[config.mk]
export PLATFORM = sky130hd
export DESIGN_NAME = alu_8bit_issue
export DESIGN_NICKNAME = d
export VERILOG_FILES = /design/src/rtl/alu_pkg.sv /design/src/rtl/alu_cmd_fifo.sv /design/src/rtl/alu_8bit_issue.sv
export SDC_FILE = /design/constraint.sdc
export NUM_CORES = 1
export LEC_CHECK = 0
export ABC_AREA = 1
export ABC_CLOCK_PERIOD_IN_PS = 5940
export CORE_MARGIN = 8
export CORE_UTILIZATION = 47
export DETAILED_ROUTE_END_ITERATION = 16
export HOLD_SLACK_MARGIN = 0.15
export PLACE_DENSITY_LB_ADDON = 0.08
export RECOVER_POWER = 25
export SYNTH_ARGS = -nofsm -noshare
export SYNTH_HDL_FRONTEND = slang
export SYNTH_SLANG_ARGS = --single-unit
[constraint.sdc]
create_clock -name clk -period 5.94 [get_ports clk]
set_clock_uncertainty 0.1 [all_clocks]
set_input_delay 1.188 -clock clk [delete_from_list [all_inputs] [get_ports clk]]
set_output_delay 1.188 -clock clk [all_outputs]
set_load 0.1 [all_outputs]
[src/rtl/alu_pkg.sv]
`default_nettype none
// ============================================================================
// Module : alu_pkg
// Brief  : Opcode encodings and command record shared by the ALU issue stage.
// Rev    : 1.0 - initial release
// ============================================================================
package alu_pkg;

  localparam int ALU_W = 8;

  localparam logic [2:0] OP_ADD    = 3'b000;
  localparam logic [2:0] OP_SUB_AB = 3'b001;
  localparam logic [2:0] OP_SUB_BA = 3'b010;
  localparam logic [2:0] OP_OR     = 3'b011;
  localparam logic [2:0] OP_AND    = 3'b100;
  localparam logic [2:0] OP_XOR    = 3'b101;
  localparam logic [2:0] OP_XNOR   = 3'b110;
  localparam logic [2:0] OP_ZERO   = 3'b111;

  typedef struct packed {
    logic [2:0]       oper;
    logic             use_prev;
    logic [ALU_W-1:0] a;
    logic [ALU_W-1:0] b;
  } cmd_t;

  localparam int CMD_W = $bits(cmd_t);

endpackage : alu_pkg
`default_nettype wire

[src/rtl/alu_cmd_fifo.sv]
`default_nettype none
// ============================================================================
// Module : alu_cmd_fifo
// Brief  : Synchronous command FIFO, registered occupancy, no write-to-read bypass.
// Rev    : 1.0 - initial release
// ============================================================================
module alu_cmd_fifo
  import alu_pkg::*;
#(
  parameter int DEPTH = 4,
  parameter int WIDTH = CMD_W
) (
  input  logic                       clk,
  input  logic                       rst_n,
  input  logic                       i_push,
  input  logic [WIDTH-1:0]           i_data,
  input  logic                       i_pop,
  output logic [WIDTH-1:0]           o_data,
  output logic                       o_empty,
  output logic [$clog2(DEPTH):0]     o_level
);

  localparam int AW = $clog2(DEPTH);

  logic [WIDTH-1:0] r_mem [DEPTH];
  logic [AW-1:0]    r_wr_ptr;
  logic [AW-1:0]    r_rd_ptr;
  logic [AW:0]      r_level;
  logic             w_pop;

  // Pop is gated on the registered level, so an entry written this cycle is
  // never visible to the reader until the following cycle.
  assign w_pop   = i_pop & (r_level != '0);
  assign o_empty = (r_level == '0);
  assign o_level = r_level;
  assign o_data  = r_mem[r_rd_ptr];

  always_ff @(posedge clk) begin
    if (i_push) begin
      r_mem[r_wr_ptr] <= i_data;
    end
  end

  always_ff @(posedge clk or negedge rst_n) begin
    if (!rst_n) begin
      r_wr_ptr <= '0;
      r_rd_ptr <= '0;
      r_level  <= '0;
    end else begin
      if (i_push) r_wr_ptr <= r_wr_ptr + 1'b1;
      if (w_pop)  r_rd_ptr <= r_rd_ptr + 1'b1;
      case ({i_push, w_pop})
        2'b10:   r_level <= r_level + 1'b1;
        2'b01:   r_level <= r_level - 1'b1;
        default: r_level <= r_level;
      endcase
    end
  end

endmodule : alu_cmd_fifo
`default_nettype wire

[src/rtl/alu_8bit_issue.sv]
`default_nettype none
// ============================================================================
// Module : alu_8bit_issue
// Brief  : Command FIFO -> issue register driving an external ALU -> result reg.
// Rev    : 1.0 - initial release
// ============================================================================
module alu_8bit_issue
  import alu_pkg::*;
#(
  parameter int DEPTH = 4,
  parameter int W     = 8
) (
  input  logic                     clk,
  input  logic                     rst_n,
  input  logic                     cmd_valid,
  output logic                     cmd_ready,
  input  logic [2:0]               cmd_oper,
  input  logic [W-1:0]             cmd_a,
  input  logic [W-1:0]             cmd_b,
  input  logic                     cmd_use_prev,
  output logic [W-1:0]             alu_a,
  output logic [W-1:0]             alu_b,
  output logic [2:0]               alu_oper,
  input  logic [W-1:0]             alu_sum,
  output logic                     res_valid,
  input  logic                     res_ready,
  output logic [W-1:0]             res_data,
  output logic [2:0]               res_oper,
  output logic [$clog2(DEPTH):0]   fifo_level
);

  localparam int LVL_W = $clog2(DEPTH) + 1;

  cmd_t         w_cmd_in;
  cmd_t         w_head;
  logic         w_empty;
  logic         w_push;
  logic         w_adv1;
  logic         w_adv2;
  logic [W-1:0] w_opa;

  logic         r_s1_valid;
  logic [W-1:0] r_alu_a;
  logic [W-1:0] r_alu_b;
  logic [2:0]   r_alu_oper;
  logic         r_res_valid;
  logic [W-1:0] r_res_data;
  logic [2:0]   r_res_oper;
  logic [W-1:0] r_prev;

  assign w_cmd_in = '{oper: cmd_oper, use_prev: cmd_use_prev, a: cmd_a, b: cmd_b};

  assign cmd_ready = (fifo_level != LVL_W'(DEPTH));
  assign w_push    = cmd_valid & cmd_ready;
  assign w_adv2    = r_s1_valid & (~r_res_valid | res_ready);
  assign w_adv1    = ~w_empty & (~r_s1_valid | w_adv2);

  // An occupied S1 always retires alongside adv1, so its ALU output is the
  // newest result in program order and is forwarded ahead of r_prev.
  assign w_opa = w_head.use_prev ? (r_s1_valid ? alu_sum : r_prev) : w_head.a;

  alu_cmd_fifo #(
    .DEPTH (DEPTH),
    .WIDTH (CMD_W)
  ) u_fifo (
    .clk     (clk),
    .rst_n   (rst_n),
    .i_push  (w_push),
    .i_data  (w_cmd_in),
    .i_pop   (w_adv1),
    .o_data  (w_head),
    .o_empty (w_empty),
    .o_level (fifo_level)
  );

  always_ff @(posedge clk or negedge rst_n) begin
    if (!rst_n) begin
      r_s1_valid <= 1'b0;
      r_alu_a    <= '0;
      r_alu_b    <= '0;
      r_alu_oper <= OP_ZERO;
    end else if (w_adv1) begin
      r_s1_valid <= 1'b1;
      r_alu_a    <= w_opa;
      r_alu_b    <= w_head.b;
      r_alu_oper <= w_head.oper;
    end else if (w_adv2) begin
      r_s1_valid <= 1'b0;
    end
  end

  always_ff @(posedge clk or negedge rst_n) begin
    if (!rst_n) begin
      r_res_valid <= 1'b0;
      r_res_data  <= '0;
      r_res_oper  <= '0;
      r_prev      <= '0;
    end else if (w_adv2) begin
      r_res_valid <= 1'b1;
      r_res_data  <= alu_sum;
      r_res_oper  <= r_alu_oper;
      r_prev      <= alu_sum;
    end else if (res_ready) begin
      r_res_valid <= 1'b0;
    end
  end

  assign alu_a     = r_alu_a;
  assign alu_b     = r_alu_b;
  assign alu_oper  = r_alu_oper;
  assign res_valid = r_res_valid;
  assign res_data  = r_res_data;
  assign res_oper  = r_res_oper;

endmodule : alu_8bit_issue
`default_nettype wire

==> flow_metrics.env, run 1 <==
export IMPL_status="finished, violations left"
export IMPL_violations="capacitance limit, slew limit"
export IMPL_async_flop_share=0.328
export IMPL_io_pins=67
export IMPL_crit_type="flop to output port"
export IMPL_postCtsSetupBuffers=0
export IMPL_ys_warn_count=0
export IMPL_cts_sinks=119
export IMPL_grtUsageMet2=0.229
export IMPL_critPathCaptureType="output port"
export IMPL_drcViolationCount=0
export IMPL_slew_viol_final=40
export IMPL_start_util=0.478
export IMPL_synth_edf_count=80
export IMPL_ys_seq_area_frac=0.694
export IMPL_cts_buffer_depth=2
export IMPL_gp_congestion=0.766
export IMPL_hold_violations=0
export IMPL_tightestPinTransition_ns=2.03
export IMPL_area_growth_pct=25.2
export IMPL_rsz0062_at_grt="false"
export IMPL_core_rowCount=37
export IMPL_diodes=0
export IMPL_synthFlopType="edfxtp_1"
export IMPL_max_freq_ghz=0.281
export IMPL_clock_root_buffer="clkbuf_8"
export IMPL_grt_max_degree=43
export IMPL_fp_dieH_microns=118
export IMPL_use_met1=0.201
export IMPL_r2r_slack_ns=3.37
export IMPL_min_from="alu_a[7]"
export IMPL_syn_instance_count=434
export IMPL_cp_required_ns=4.65
export IMPL_cts_tree="done"
export IMPL_fp_coreArea_sq_um=10200
export IMPL_wirelength_microns=10000
export IMPL_ant_nets=0
export IMPL_clk_pin_slew_ns=0.06
export IMPL_post_route_period_util=0.600
export IMPL_fin_crit_ns=3.56
export IMPL_crit_arrival_ns=2.28
export IMPL_avgSynthCellArea_sq_um=11.2
export IMPL_grt_pass1_wl_microns=16900
export IMPL_r2r_cells=8
export IMPL_dr_pass1_iters=4
export IMPL_postCtsHoldBufs=0
export IMPL_yosys_cell_types_count=24
export IMPL_port_buffer_count=66
export IMPL_clock_latency_ns=0.51
export IMPL_hold_class="flop to flop"
export IMPL_crit_path_start_kind="flop"
export IMPL_die_w_microns=118
export IMPL_drt_initial_drc_count=275
export IMPL_ys_ff_latch=119
export IMPL_die_area_sq_um=13900
export IMPL_nets=543
export IMPL_tns_ns=0
export IMPL_antenna_found_initial=0
export IMPL_wl_per_cell_microns=15.3
export IMPL_worst_r2r_endpoint="u_fifo.o_level[2]"
export IMPL_setup_viol=0
export IMPL_hold_end="alu_a[7]"
export IMPL_gr_total_overflow=0
export IMPL_cap_viol_max_count=1
export IMPL_layout_drive_gt1_share=0.0967
export IMPL_busiest_layer="met2"
export IMPL_critPathMaxFanout=4
export IMPL_relSlewSlack=-0.351
export IMPL_syn_nets=472
export IMPL_hpwl_microns=6240
export IMPL_ctsResizeCount=0
export IMPL_whs_path_depth=2
export IMPL_viasPerCell=4.85
export IMPL_gr_usage_all_layers=0.152
export IMPL_synth_area_sq_um=4870
export IMPL_design_area_sq_um=6100
export IMPL_cts_max_level=4
export IMPL_numCtsBuffers=17
export IMPL_placed_cell_area_sq_um=5600
export IMPL_vias=3164
export IMPL_r2r_start="r_s1_valid"
export IMPL_grtUsageMet3=0.0480
export IMPL_first_global_vias=3255
[through the flow]
stage | worst slack (ns) | utilization | std cells | hold WS, ns
floorplan | 2.20 | - | 434 | 0.433
CTS | 2.34 | 0.599 | 653 | 0.390
global placement | 2.44 | 0.550 | 622 | 0.367
detailed placement | 2.38 | 0.550 | 622 | 0.375
global route | 2.25 | 0.599 | 653 | 0.406
finish | 2.38 | 0.599 | 653 | 0.384
[routing by layer]
metal,share of wire,up-vias
met4,0.011,0
li1,-,1597
met1,0.47,1475
met2,0.46,80
met3,0.054,12
met5,0,-
[worst max-delay path, cell delays in order (launching register included)]
cell             delay [ns]
dfrtp_1                0.43
inv_1                  0.08
nand3_1                0.11
clkdlybuf4s50_1        1.14
[cells by family after synthesis]
kind of cell,synth area share
and+or+nand+nor,0.177
DFF,0.694
AOI/OAI and AO/OA,0.0575
buffers and inverters,0.0473
adders and majority gates,0.0169
xor gates and xnor gates,0.00719
[placed cells by master (no fill, tap or decap), drive strengths merged]
cell type | Yosys | final
nor2 | 45 | 45
dfrtp | 36 | 36
clkinvlp | 0 | 5
ha | 5 | 5
dfstp | 3 | 3
nand2 | 124 | 124
clkdlybuf4s50 | 0 | 48
o21ai | 53 | 53
xnor2 | 1 | 1
nand3 | 37 | 37
clkinv | 0 | 9
inv | 24 | 24
dlygate4sd3 | 0 | 17
buf | 17 | 5
fa | 1 | 1
xor2 | 3 | 3
a21oi | 3 | 3
edfxtp | 80 | 80
clkbuf | 2 | 18
[layout make-up]
class | instances | area, sq um
inverter | 24 | 92.6
clock inverter | 14 | 88.8
fill | 831 | 4090
sequential | 119 | 3380
multi-input combinational | 272 | 1260
timing repair buffer | 71 | 692
tap | 136 | 170
clock buffer | 17 | 414
[worst max-delay path by stage]
stage | slack [ns] | cells past startpoint | startpoint | end
floorplan | 2.20 | 4 | u_fifo.o_level[0] | u_fifo.r_mem[0][0]
global route | 2.25 | 3 | u_fifo.o_level[0] | cmd_ready
global placement | 2.44 | 10 | res_ready | u_fifo.o_level[2]
detailed placement | 2.38 | 10 | res_ready | u_fifo.o_level[2]
finish | 2.38 | 3 | u_fifo.o_level[0] | cmd_ready
CTS | 2.34 | 3 | u_fifo.o_level[0] | cmd_ready
[flip-flops by register name, summed over array words and instances, names as in the netlist]
register,flops
alu_a,8
alu_b,8
u_fifo.r_rd_ptr,2
alu_oper,3
res_oper,3
r_s1_valid,1
u_fifo.r_wr_ptr,2
r_prev,8
res_valid,1
u_fifo.r_mem,80
u_fifo.o_level,3
[cells in the mapped netlist (3+ instances only)]
cell type / count / area share
a21oi_1: 3 / 0.0031
buf_2: 8 / 0.0082
buf_4: 4 / 0.0062
buf_6: 4 / 0.0092
dfrtp_1: 36 / 0.18
dfstp_2: 3 / 0.016
edfxtp_1: 80 / 0.49
ha_1: 5 / 0.013
inv_1: 21 / 0.016
nand2_1: 115 / 0.089
nand2_2: 8 / 0.010
nand3_1: 34 / 0.035
nand3_2: 3 / 0.0062
nor2_1: 45 / 0.035
o21ai_0: 34 / 0.035
o21ai_1: 19 / 0.020
xor2_1: 3 / 0.0054
Power of run 1 is not shown: default switching activity piles up to over one toggle a cycle in this logic, so the estimate is an artifact.
==> run 2: changes to the inputs <==
--- a/config.mk
+++ b/config.mk
@@ -6,7 +6,7 @@
 export NUM_CORES = 1
 export LEC_CHECK = 0
 export ABC_AREA = 1
-export ABC_CLOCK_PERIOD_IN_PS = 5940
+export ABC_CLOCK_PERIOD_IN_PS = 3600
 export CORE_MARGIN = 8
 export CORE_UTILIZATION = 47
 export DETAILED_ROUTE_END_ITERATION = 16
==> constraint.sdc (replaced) <==
create_clock -name clk -period 3.6 [get_ports clk]
set_clock_uncertainty 0.1 [all_clocks]
set_input_delay 0.72 -clock clk [delete_from_list [all_inputs] [get_ports clk]]
set_output_delay 0.72 -clock clk [all_outputs]
set_load 0.1 [all_outputs]
==> flow_metrics.env, run 2 (synthesis gave the netlist of run 1 again) <==
export IMPL_slew_viol_final=40
export IMPL_hpwl_microns=6350
export IMPL_wl_per_cell_microns=15.5
export IMPL_cp_slowest_cell="clkdlybuf4s50_1"
export IMPL_gr_total_overflow=0
export IMPL_setup_viol=0
export IMPL_die_area_sq_um=13900
export IMPL_cts_sinks=119
export IMPL_critPathMaxFanout=3
export IMPL_ctsResizeCount=0
export IMPL_dp_cells=622
export IMPL_largest_reg_flops=80
export IMPL_rsz0062_at_grt="false"
export IMPL_cts_tree="done"
export IMPL_worst_path_buf_inv=1
export IMPL_path_cells="clkdlybuf4s50_1"
export IMPL_wirelength_microns=10200
export IMPL_post_route_period_util=0.799
export IMPL_cts_buffer_depth=2
export IMPL_hold_class="flop to flop"
export IMPL_crit_type="flop to output port"
export IMPL_crit_arrival_ns=2.06
export IMPL_pre_cts_slack_ns=0.534
export IMPL_postCtsHoldBufs=0
export IMPL_cap_viol_max_count=1
export IMPL_clock_root_buffer="clkbuf_8"
export IMPL_start_util=0.478
export IMPL_fin_ws_ns=0.724
export IMPL_max_flop_register="u_fifo.r_mem"
export IMPL_numCtsBuffers=17
export IMPL_nets=543
export IMPL_drt_initial_drc_count=241
export IMPL_die_w_microns=118
export IMPL_fp_coreArea_sq_um=10200
export IMPL_max_freq_ghz=0.348
export IMPL_grt_max_degree=42
export IMPL_fp_dieH_microns=118
export IMPL_first_global_vias=3338
export IMPL_relSlewSlack=-0.365
export IMPL_layout_commonest_cell="nand2_1"
export IMPL_critPathCaptureType="output port"
export IMPL_timing_hold_ws_ns=0.383
export IMPL_io_pins=67
export IMPL_port_buffer_count=66
export IMPL_clk_pin_slew_ns=0.06
export IMPL_status="finished, violations left"
export IMPL_fin_crit_ns=2.88
export IMPL_grt_pass1_wl_microns=17000
export IMPL_cts_max_level=4
export IMPL_critPathTopFamily="buffers and inverters"
export IMPL_diodes=0
export IMPL_postCtsSetupBuffers=0
export IMPL_violations="capacitance limit, slew limit"
export IMPL_area_growth_pct=26.2
export IMPL_crit_path_start_kind="flop"
export IMPL_antenna_found_initial=0
export IMPL_clock_latency_ns=0.52
export IMPL_gp_congestion=0.750
export IMPL_hold_violations=0
export IMPL_dr_pass1_iters=4
export IMPL_drcViolationCount=0
export IMPL_viasPerCell=4.96
export IMPL_gr_usage_all_layers=0.155
export IMPL_core_rowCount=37
export IMPL_ant_nets=0
export IMPL_tightestPinTransition_ns=2.05
export IMPL_cp_required_ns=2.78
export IMPL_layout_common_cells="nand2_1 (115), edfxtp_1 (80), nor2_1 (45), clkdlybuf4s50_1 (43), dfrtp_1 (36)"
export IMPL_vias=3244
export IMPL_max_stage_delay_ns=1.15
export IMPL_layout_drive_gt1_share=0.110
export IMPL_stdcell_count=654
run 2: cell types whose count changed in the layout (fill, tap and decap cells not counted), sizes merged:
| cell | before | now |
|---|---|---|
| bufinv | 0 | 2 |
| inv | 24 | 27 |
| clkinv | 9 | 8 |
| clkdlybuf4s50 | 48 | 43 |
| clkinvlp | 5 | 2 |
| buf | 5 | 10 |
run 2: final timing paths:
| check | startpoint | end | slack, ns | cells after the start |
|---|---|---|---|---|
| worst max-delay path | u_fifo.o_level[1] | fifo_level[1] | 0.72 | 1 |
| max in group asynchronous | rst_n | res_oper[0] | 1.53 | 1 |
| worst min-delay path | alu_b[1] | alu_b[1] | 0.38 | 2 |
| worst min register to register | alu_b[1] | alu_b[1] | 0.38 | 2 |
| min in group asynchronous | rst_n | u_fifo.r_wr_ptr[0] | 0.69 | 1 |
| worst max register to register | r_s1_valid | u_fifo.o_level[2] | 1.05 | 8 |
run 2: stage by stage:
stage | setup TNS [ns] | cell area [sq um] | util
after floorplan | -11.33 | 4870 | -
after global placement | 0 | 5590 | 0.548
after detailed placement | 0 | 5590 | 0.548
after CTS | 0 | 6150 | 0.604
after global routing | 0 | 6150 | 0.604
final | 0 | 6150 | 0.604
run 2: layout make-up:
class                   count  area, sq um
well taps                 136          170
clock inverters            15          153
flip-flops and latches    119         3380
fillers                   839         4030
repair buffers             71          679
clock buffers              17          414
inverters                  24         92.6
multi-input cells         272         1260
run 2: metal layers:
layer / vias to the layer above / routed length, microns / global-route usage
li1: 1604 / - / -
met1: 1535 / 4800 / 0.203
met2: 94 / 4700 / 0.231
met3: 11 / 545 / 0.0475
met4: 0 / 125 / 0.0689
met5: - / 0 / 0
Power of run 2 is left out for the same reason.
==> run 3: changes to the inputs <==
--- a/config.mk
+++ b/config.mk
@@ -6,7 +6,7 @@
 export NUM_CORES = 1
 export LEC_CHECK = 0
 export ABC_AREA = 1
-export ABC_CLOCK_PERIOD_IN_PS = 3600
+export ABC_CLOCK_PERIOD_IN_PS = 2400
 export CORE_MARGIN = 8
 export CORE_UTILIZATION = 47
 export DETAILED_ROUTE_END_ITERATION = 16
==> constraint.sdc (replaced) <==
create_clock -name clk -period 2.4 [get_ports clk]
set_clock_uncertainty 0.1 [all_clocks]
set_input_delay 0.48 -clock clk [delete_from_list [all_inputs] [get_ports clk]]
set_output_delay 0.48 -clock clk [all_outputs]
set_load 0.1 [all_outputs]
==> flow_metrics.env, run 3 (synthesis gave the netlist of run 1 again) <==
export IMPL_cts_tree="done"
export IMPL_hpwl_microns=6390
export IMPL_hold_class="flop to flop"
export IMPL_wirelength_microns=10200
export IMPL_cp_required_ns=2.67
export IMPL_hold_end="alu_b[0]"
export IMPL_layout_drive_gt1_share=0.212
export IMPL_wl_per_cell_microns=15.3
export IMPL_gr_total_overflow=0
export IMPL_drcViolationCount=0
export IMPL_grtUsageMet3=0.0499
export IMPL_first_global_vias=3306
export IMPL_fin_crit_ns=2.09
export IMPL_crit_type="flop to flop"
export IMPL_clk_pin_slew_ns=0.06
export IMPL_layout_common_cells="nand2_1 (114), edfxtp_1 (80), buf_4 (45), nor2_1 (41), o21ai_0 (34)"
export IMPL_antenna_found_initial=0
export IMPL_tightestPinTransition_ns=0.703
export IMPL_clock_latency_ns=0.51
export IMPL_gp_congestion=0.699
export IMPL_cts_buffer_depth=2
export IMPL_port_buffer_count=66
export IMPL_viasPerCell=4.91
export IMPL_largest_reg_flops=80
export IMPL_crit_arrival_ns=2.37
export IMPL_grt_pass1_wl_microns=17000
export IMPL_setup_viol=0
export IMPL_multi_input_area_sq_um=1290
export IMPL_nets=553
export IMPL_crit_path_start_kind="flop"
export IMPL_cap_viol_max_count=0
export IMPL_diodes=0
export IMPL_ctsResizeCount=0
export IMPL_vias=3261
export IMPL_start_util=0.478
export IMPL_die_area_sq_um=13900
export IMPL_io_pins=67
export IMPL_max_flop_register="u_fifo.r_mem"
export IMPL_layout_commonest_cell="nand2_1"
export IMPL_die_w_microns=118
export IMPL_hold_violations=0
export IMPL_cts_max_level=4
export IMPL_r2r_slack_ns=0.31
export IMPL_min_from="alu_b[0]"
export IMPL_timing_hold_ws_ns=0.378
export IMPL_ant_nets=0
export IMPL_area_growth_pct=29.8
export IMPL_cts_sinks=119
export IMPL_dr_pass1_iters=6
export IMPL_grtUsageMet2=0.244
export IMPL_drt_initial_drc_count=177
export IMPL_final_fill_count=827
export IMPL_grt_max_degree=42
export IMPL_fp_coreArea_sq_um=10200
export IMPL_fp_dieH_microns=118
export IMPL_worst_r2r_endpoint="u_fifo.o_level[2]"
export IMPL_critPathCaptureType="flop"
export IMPL_core_rowCount=37
export IMPL_slew_viol_final=0
export IMPL_placed_cell_area_sq_um=5670
export IMPL_status="completed"
export IMPL_gr_usage_all_layers=0.156
export IMPL_seq_area_sq_um=3400
export IMPL_critPathMaxFanout=3
export IMPL_whs_path_depth=2
export IMPL_r2r_cells=9
export IMPL_relSlewSlack=0.531
export IMPL_max_freq_ghz=0.478
export IMPL_post_route_period_util=0.872
export IMPL_rsz0062_at_grt="false"
export IMPL_use_met1=0.196
export IMPL_busiest_layer="met2"
export IMPL_r2r_start="u_fifo.o_level[2]"
export IMPL_design_area_sq_um=6320
export IMPL_clock_root_buffer="clkbuf_8"
export IMPL_numCtsBuffers=17
run 3: cell types whose count changed in the layout (fill, tap and decap cells not counted), moves of 2 or more:
cell             delta
clkdlybuf4s50_1    -30
dfrtp_4             +4
clkinv_1            -3
bufinv_16           +3
buf_4              +35
dfrtp_1             -4
inv_2               +2
nor2_1              -4
buf_12              +4
inv_1               -2
nor2_2              +4
run 3: cell type report:
cell class | count | area share
clock buffers | 17 | 0.0655
clock inverters | 15 | 0.0358
inverters | 24 | 0.0146
multi-input cells | 272 | 0.204
flip-flops and latches | 119 | 0.537
well taps | 136 | 0.0269
repair buffers | 81 | 0.116
run 3: stage by stage:
| step | setup slack (ns) | util | cells | setup TNS, ns |
|---|---|---|---|---|
| 3_5_place_dp | -0.0466 | 0.557 | 631 | -0.0466 |
| 3_3_place_gp | 0.00902 | 0.557 | 631 | 0 |
| 5_1_grt | 0.201 | 0.621 | 664 | 0 |
| 6_report | 0.308 | 0.621 | 664 | 0 |
| 2_1_floorplan | 0.0142 | - | 434 | 0 |
| 4_1_cts | 0.298 | 0.621 | 664 | 0 |
run 3: what timing repair did:
item                      in CTS  in global routing
hold endpoints to repair      28                  0
hold buffers                   1                  0
setup buffers                  0                  0
run 3: worst max path at each step:
stage	start	end	slack, ns	cells after the start
after floorplan	u_fifo.o_level[2]	u_fifo.o_level[2]	0.01	10
after global placement	res_ready	u_fifo.o_level[2]	0.009	10
final	u_fifo.o_level[2]	u_fifo.o_level[2]	0.31	9
after detailed placement	res_ready	u_fifo.o_level[2]	-0.05	10
after global routing	u_fifo.o_level[2]	u_fifo.o_level[2]	0.20	9
after CTS	u_fifo.o_level[2]	u_fifo.o_level[2]	0.30	9
run 3: per-layer routing:
layer / share of wire / wire [microns]
met1: 0.46 / 4660
met2: 0.48 / 4890
met3: 0.050 / 509
met4: 0.0090 / 91
met5: 0 / 0
run 3: worst max-delay path, cell delays in order (launching register included):
cell	delay [ns]
dfrtp_4	0.50
inv_1	0.10
nand3_1	0.12
nand2_4	0.08
inv_2	0.04
ha_1	0.21
fa_1	0.39
a21oi_1	0.15
o21ai_0	0.12
xor2_1	0.15
Power of run 3 is left out for the same reason.
